[src/rtl/imm_gen_pkg.sv]
// rtl/imm_gen_pkg.sv - opcodes, format codes and per-lane result type for imm_gen_stage
package imm_gen_pkg;

   localparam int IMM_MAX = 64;

   localparam logic [6:0] OP_LOAD     = 7'b0000011;
   localparam logic [6:0] OP_MISC_MEM = 7'b0001111;
   localparam logic [6:0] OP_IMM      = 7'b0010011;
   localparam logic [6:0] OP_IMM_32   = 7'b0011011;
   localparam logic [6:0] OP_JALR     = 7'b1100111;
   localparam logic [6:0] OP_SYSTEM   = 7'b1110011;
   localparam logic [6:0] OP_STORE    = 7'b0100011;
   localparam logic [6:0] OP_BRANCH   = 7'b1100011;
   localparam logic [6:0] OP_AUIPC    = 7'b0010111;
   localparam logic [6:0] OP_LUI      = 7'b0110111;
   localparam logic [6:0] OP_JAL      = 7'b1101111;
   localparam logic [6:0] OP_OP       = 7'b0110011;
   localparam logic [6:0] OP_OP_32    = 7'b0111011;

   typedef enum logic [2:0] {
      FMT_R       = 3'd0,
      FMT_I       = 3'd1,
      FMT_S       = 3'd2,
      FMT_B       = 3'd3,
      FMT_U       = 3'd4,
      FMT_J       = 3'd5,
      FMT_ILLEGAL = 3'd7
   } fmt_e;

   // imm is sized for the widest XLEN; narrower builds leave the top bits zero
   typedef struct packed {
      logic [IMM_MAX-1:0] imm;
      fmt_e               fmt;
      logic               illegal;
   } lane_res_t;

endpackage

[src/rtl/imm_gen_lane.sv]
// rtl/imm_gen_lane.sv - combinational format decode and sign-extended immediate for one lane
module imm_gen_lane
   import imm_gen_pkg::*;
#(
   parameter int XLEN = 64
) (
   input  logic [31:0] i_instr,
   output lane_res_t   o_res
);

   always_comb begin
      o_res         = '0;
      o_res.fmt     = FMT_ILLEGAL;
      o_res.illegal = 1'b1;
      case (i_instr[6:0])
         OP_LOAD, OP_MISC_MEM, OP_IMM, OP_IMM_32, OP_JALR, OP_SYSTEM: begin
            o_res.fmt     = FMT_I;
            o_res.illegal = 1'b0;
            o_res.imm     = IMM_MAX'($signed(i_instr[31:20]));
         end
         OP_STORE: begin
            o_res.fmt     = FMT_S;
            o_res.illegal = 1'b0;
            o_res.imm     = IMM_MAX'($signed({i_instr[31:25], i_instr[11:7]}));
         end
         OP_BRANCH: begin
            o_res.fmt     = FMT_B;
            o_res.illegal = 1'b0;
            o_res.imm     = IMM_MAX'($signed({i_instr[31], i_instr[7], i_instr[30:25],
                                              i_instr[11:8], 1'b0}));
         end
         OP_AUIPC, OP_LUI: begin
            o_res.fmt     = FMT_U;
            o_res.illegal = 1'b0;
            o_res.imm     = IMM_MAX'($signed({i_instr[31:12], 12'b0}));
         end
         OP_JAL: begin
            o_res.fmt     = FMT_J;
            o_res.illegal = 1'b0;
            o_res.imm     = IMM_MAX'($signed({i_instr[31], i_instr[19:12], i_instr[20],
                                              i_instr[30:21], 1'b0}));
         end
         OP_OP, OP_OP_32: begin
            o_res.fmt     = FMT_R;
            o_res.illegal = 1'b0;
         end
         default: ;
      endcase
      if (XLEN == 32) o_res.imm[IMM_MAX-1:32] = '0;
   end

endmodule

[src/rtl/imm_gen_stage.sv]
// rtl/imm_gen_stage.sv - registered multi-lane immediate generator with valid/ready handshake
// IMM_GEN_STAGE_SKID_EN selects a 2-entry skid buffer with a registered in_ready.
module imm_gen_stage
   import imm_gen_pkg::*;
#(
   parameter int XLEN  = 64,
   parameter int LANES = 2
) (
   input  logic                  clk,
   input  logic                  rst,
   input  logic                  in_valid,
   output logic                  in_ready,
   input  logic [LANES*32-1:0]   in_instr,
   input  logic [LANES-1:0]      in_lane_mask,
   output logic                  out_valid,
   input  logic                  out_ready,
   output logic [LANES*XLEN-1:0] out_imm,
   output logic [LANES*3-1:0]    out_fmt,
   output logic [LANES-1:0]      out_lane_mask,
   output logic [LANES-1:0]      out_illegal
);

   generate
      if (!(XLEN == 32 || XLEN == 64)) begin : g_bad_xlen
         $error("imm_gen_stage: XLEN must be 32 or 64");
      end
      if (LANES < 1 || LANES > 4) begin : g_bad_lanes
         $error("imm_gen_stage: LANES must be 1..4");
      end
   endgenerate

   lane_res_t [LANES-1:0] w_lane;
   lane_res_t [LANES-1:0] w_res;
   lane_res_t [LANES-1:0] r_main_res;
   logic [LANES-1:0]      r_main_mask;
   logic                  r_main_valid;
   logic                  w_in_fire;
   logic                  w_out_fire;

   for (genvar i = 0; i < LANES; i++) begin : g_lane
      imm_gen_lane #(.XLEN(XLEN)) u_lane (
         .i_instr (in_instr[32*i +: 32]),
         .o_res   (w_lane[i])
      );
      // an all-zero result is exactly imm=0, fmt=R, illegal=0
      assign w_res[i] = in_lane_mask[i] ? w_lane[i] : '0;

      assign out_imm[XLEN*i +: XLEN] = r_main_res[i].imm[XLEN-1:0];
      assign out_fmt[3*i +: 3]       = r_main_res[i].fmt;
      assign out_illegal[i]          = r_main_res[i].illegal;

      if (XLEN < IMM_MAX) begin : g_hi
         logic w_unused_hi;
         assign w_unused_hi = ^r_main_res[i].imm[IMM_MAX-1:XLEN];
      end
   end

   assign out_valid     = r_main_valid;
   assign out_lane_mask = r_main_mask;
   assign w_out_fire    = r_main_valid && out_ready;

`ifdef IMM_GEN_STAGE_SKID_EN
   lane_res_t [LANES-1:0] r_skid_res;
   logic [LANES-1:0]      r_skid_mask;
   logic                  r_skid_valid;
   logic                  r_in_ready;

   assign in_ready  = r_in_ready;
   assign w_in_fire = in_valid && r_in_ready;

   // r_in_ready tracks !r_skid_valid, so no input arrives while skid is occupied
   always_ff @(posedge clk) begin
      if (rst) begin
         r_main_valid <= 1'b0;
         r_main_res   <= '0;
         r_main_mask  <= '0;
         r_skid_valid <= 1'b0;
         r_skid_res   <= '0;
         r_skid_mask  <= '0;
         r_in_ready   <= 1'b0;
      end else begin
         r_in_ready <= 1'b1;
         if (r_skid_valid) begin
            if (w_out_fire) begin
               r_main_res   <= r_skid_res;
               r_main_mask  <= r_skid_mask;
               r_skid_valid <= 1'b0;
            end else begin
               r_in_ready <= 1'b0;
            end
         end else if (w_in_fire) begin
            if (!r_main_valid || w_out_fire) begin
               r_main_valid <= 1'b1;
               r_main_res   <= w_res;
               r_main_mask  <= in_lane_mask;
            end else begin
               r_skid_valid <= 1'b1;
               r_skid_res   <= w_res;
               r_skid_mask  <= in_lane_mask;
               r_in_ready   <= 1'b0;
            end
         end else if (w_out_fire) begin
            r_main_valid <= 1'b0;
         end
      end
   end
`else
   assign in_ready  = !rst && (!r_main_valid || out_ready);
   assign w_in_fire = in_valid && in_ready;

   always_ff @(posedge clk) begin
      if (rst) begin
         r_main_valid <= 1'b0;
         r_main_res   <= '0;
         r_main_mask  <= '0;
      end else if (w_in_fire) begin
         r_main_valid <= 1'b1;
         r_main_res   <= w_res;
         r_main_mask  <= in_lane_mask;
      end else if (w_out_fire) begin
         r_main_valid <= 1'b0;
      end
   end
`endif

endmodule

[config.mk]
export PLATFORM = sky130hd
export DESIGN_NAME = imm_gen_stage
export DESIGN_NICKNAME = d
export VERILOG_FILES = /design/src/rtl/imm_gen_pkg.sv /design/src/rtl/imm_gen_lane.sv /design/src/rtl/imm_gen_stage.sv
export SDC_FILE = /design/constraint.sdc
export NUM_CORES = 1
export LEC_CHECK = 0
export BUFFER_PORTS_ARGS = -buffer_cell sky130_fd_sc_hd__buf_2
export CAP_MARGIN = 20
export CORE_MARGIN = 2
export CORE_UTILIZATION = 44
export DETAILED_ROUTE_END_ITERATION = 12
export GPL_ROUTABILITY_DRIVEN = 0
export PLACE_DENSITY_LB_ADDON = 0.1
export SYNTH_ARGS = -nofsm -noshare
export SYNTH_HDL_FRONTEND = slang
export SYNTH_SLANG_ARGS = --single-unit
[constraint.sdc]
create_clock -name clk -period 2.29 [get_ports clk]
set_clock_uncertainty 0.15 [all_clocks]
set_input_delay 0.458 -clock clk [delete_from_list [all_inputs] [get_ports clk]]
set_output_delay 0.458 -clock clk [all_outputs]
set_load 0.1 [all_outputs]
==> summary.md <==
| Metric | Value |
|---|---|
| P_leak | 2.36 nW |
| Reg-to-reg endpoint | out_imm[12] |
| Initial antenna violation count | 0 |
| Vias | 3531 |
| P&R area growth vs syn | 27.0% |
| Filler cell count | 764 |
| CTS Buf Count | 9 |
| ANT nets after route | 0 |
| Crit path max fanout | 34 |
| R2R setup slack | 0.45 ns |
| DRT Pass-1 Iters | 4 |
| Unrepaired setup endpoints after global routing | no |
| Min Tclk post-route | 2.06 ns |
| Top cell type's share of synthesized area | 0.407 |
| Final Setup Violations | 0 |
| GRT Residual Overflow | 0 |
| Row Count | 33 |
| Post-CTS Hold Fix Bufs | 0 |
| Initial DRC count | 147 |
| Initial Util | 0.452 |
| Critical path class | reg -> out |
| Placed cells | 648 |
| Critical path cell sequence | buf_2 |
| Headroom to the max-slew limit | 0.521 |
| DR DRC count | 0 |
| Crit-path slowest cell | dfxtp_2 |
| Area contributors post-synth | dfxtp_1 41%, buf_4 13%, a221o_1 7.9%, a22oi_1 4.1%, a21oi_1 3.8% |
| EDFF count, synth | 0 |
| Min-delay src | in_instr[14] |
| Synth unique cells | 59 |
| Routed WL | 10100 µm |
| Hold depth | 2 |
| Htree depth | 3 |
| # IOs | 210 |
| Final Cycle Share | 0.900 |
| Syn nets | 471 |
| Count leader, synth | dfxtp_1 |
| Worst reg2reg path startpoint | out_valid |
| Fin util | 0.574 |
| Port Buffers | 209 |
| Total clock sinks | 75 |
| Ys Warns | 0 |
| Synth cell count leaders | 75 x dfxtp_1, 65 x buf_4, 29 x a221o_1 |
| DIE AREA | 9140 µm² |
| Crit-path leading delay family | flip-flops |
| Startpoint types | flip-flop |
| # diodes | 0 |
| Slew Viols, Final | 0 |
| Status | finished clean |
| Crit path DAT | 1.45 ns |
| PwrDens | 607 nW/µm² |
| Hold/Removal Path Class | in -> reg |
| Max_cap viols | 0 |
| Share of layout cells above drive strength 1 | 0.473 |
| Synthesized area per cell | 9.21 µm² |
| Synth Flop Type | dfxtp_1 |
| Root Driver | clkbuf_8 |
| Post-CTS resize count | 0 |
| Mapped Cells | 401 |
| Largest net degree at the start of global routing | 52 |
| Max incr delay on CP | 0.59 ns |
| First-pass GRT wire length | 14800 µm |
| Worst-margin pin slew | 0.715 ns |
| Die height | 95.6 µm |
| Clock transition at path regs | 0.08 ns |
| Tot GR Track Use | 0.207 |
| Nets | 625 |
| Wire per inst | 15.2 µm |
| Core ar. | 8180 µm² |
| Biggest area consumer among synthesized cells | dfxtp_1 |
| Maximum clock frequency | 485 MHz |
| Post-CTS setup repair buffer count | 0 |
| CTS max path bufs | 2 |
| Hold Crit Endpoint | out_imm[14] |
| Vias per Instance | 5.31 |
| Crit path buffers/inverters | 1 |
| FF+latch count, synth | 75 |
| Post-Layout Cell Count | 665 |
| Seq/Total Area, Yosys | 0.407 |
| Vias in the first global route | 2966 |
| Die width | 95.6 µm |
| CP Capture Type | primary output |
| FFs w/ async S/R, synth | 0 |
| Reg2Reg Depth | 6 |
| Final Hold Viols | 0 |
| Post-Syn Area | 3690 µm² |
| VDD IR-drop max | 0.320 mV |
| DP Wirelength | 7560 µm |
| Clock latency on the worst-skew pair | 0.34 ns |
| Req. time, crit path | 1.68 ns |
| CTS tree | done |
-- flip-flops by register name (all words and copies together), names as in the netlist --
signal and count:
out_lane_mask 2, out_imm 64, out_fmt 6, out_illegal 2, out_valid 1
-- per-layer routing --
metal	vias up	wire length, µm	GRT usage
met5	-	0	0
met2	144	4820	0.340
met1	1636	4300	0.262
met4	0	221	0.0845
li1	1735	-	-
met3	16	774	0.0458
-- how the worst max path moves through the flow --
stage          depth (start not counted)      endpoint  slack, ns         start
5_1_grt                                1  out_imm[119]       0.08  out_imm[126]
3_3_place_gp                           6   out_imm[94]      -0.15  in_instr[35]
3_5_place_dp                           6   out_imm[93]      -0.17  in_instr[35]
4_1_cts                                6   out_imm[91]       0.17  in_instr[35]
2_1_floorplan                          3      in_ready       0.04           rst
6_report                               1  out_imm[110]       0.23  out_imm[126]
-- power breakdown --
group | leakage [nW] | switching [W] | total, W | internal (W)
registers | 0.607 | 0.00000866 | 0.00133 | 0.00132
clock network | 0.109 | 0.000522 | 0.00107 | 0.000547
logic | 1.65 | 0.000322 | 0.000453 | 0.000131
total | 2.36 | 0.000853 | 0.00285 | 0.00200
-- through the flow --
step	hold WS, ns	setup slack, ns	instance area (µm²)	power (W)	setup TNS [ns]
floorplan	0.429	0.0435	3700	0.00166	0
global placement	0.285	-0.146	4470	0.00180	-1.59
detailed placement	0.288	-0.173	4470	0.00181	-1.78
CTS	0.174	0.173	4680	0.00288	0
global route	0.172	0.0830	4690	0.00296	0
finish	0.189	0.228	4690	0.00285	0
-- cells in the final DEF (no fill, tap or decap), types with 2 or more instances in the layout --
| cell | netlist | routed |
|---|---|---|
| and3_1 | 2 | 2 |
| a22o_1 | 15 | 15 |
| a21oi_1 | 28 | 27 |
| clkbuf_8 | 0 | 10 |
| nor2_2 | 1 | 2 |
| nand2b_1 | 5 | 5 |
| nor2b_1 | 6 | 6 |
| and4b_1 | 2 | 2 |
| nand3b_1 | 3 | 3 |
| o21ai_0 | 2 | 2 |
| nand4_1 | 4 | 4 |
| clkinv_4 | 0 | 2 |
| a31oi_1 | 4 | 4 |
| nor2_1 | 21 | 20 |
| buf_4 | 65 | 20 |
| nor3_4 | 2 | 2 |
| o22ai_1 | 3 | 3 |
| nor3_1 | 7 | 7 |
| nand2_1 | 27 | 27 |
| dfxtp_1 | 75 | 72 |
| nor4bb_1 | 2 | 2 |
| a22oi_1 | 20 | 20 |
| and2_1 | 2 | 2 |
| or3_1 | 2 | 2 |
| inv_1 | 5 | 5 |
| a21o_1 | 2 | 2 |
| o211ai_1 | 4 | 4 |
| dfxtp_2 | 0 | 3 |
| a221o_1 | 29 | 29 |
| buf_2 | 8 | 209 |
| a21oi_4 | 1 | 2 |
| nand3_1 | 4 | 4 |
| o21ai_1 | 7 | 7 |
| o21bai_1 | 2 | 2 |
-- kinds of logic after synthesis --
group	share of synthesized area
and+or+nand+nor	0.151
AOI/OAI and AO/OA	0.276
DFF	0.407
xor gates and xnor gates	0.00237
buffers and inverters	0.163
-- layout make-up --
type / count / area [µm²] / share of cell area
inverters: 5 / 18.8 / 0.00400
clock inverters: 6 / 72.6 / 0.0155
flip-flops and latches: 75 / 1510 / 0.321
multi-input cells: 233 / 1600 / 0.341
repair buffers: 231 / 1220 / 0.261
clock buffers: 10 / 138 / 0.0293
well taps: 105 / 131 / 0.0280
Note: power is estimated with default switching activity, not from simulation.
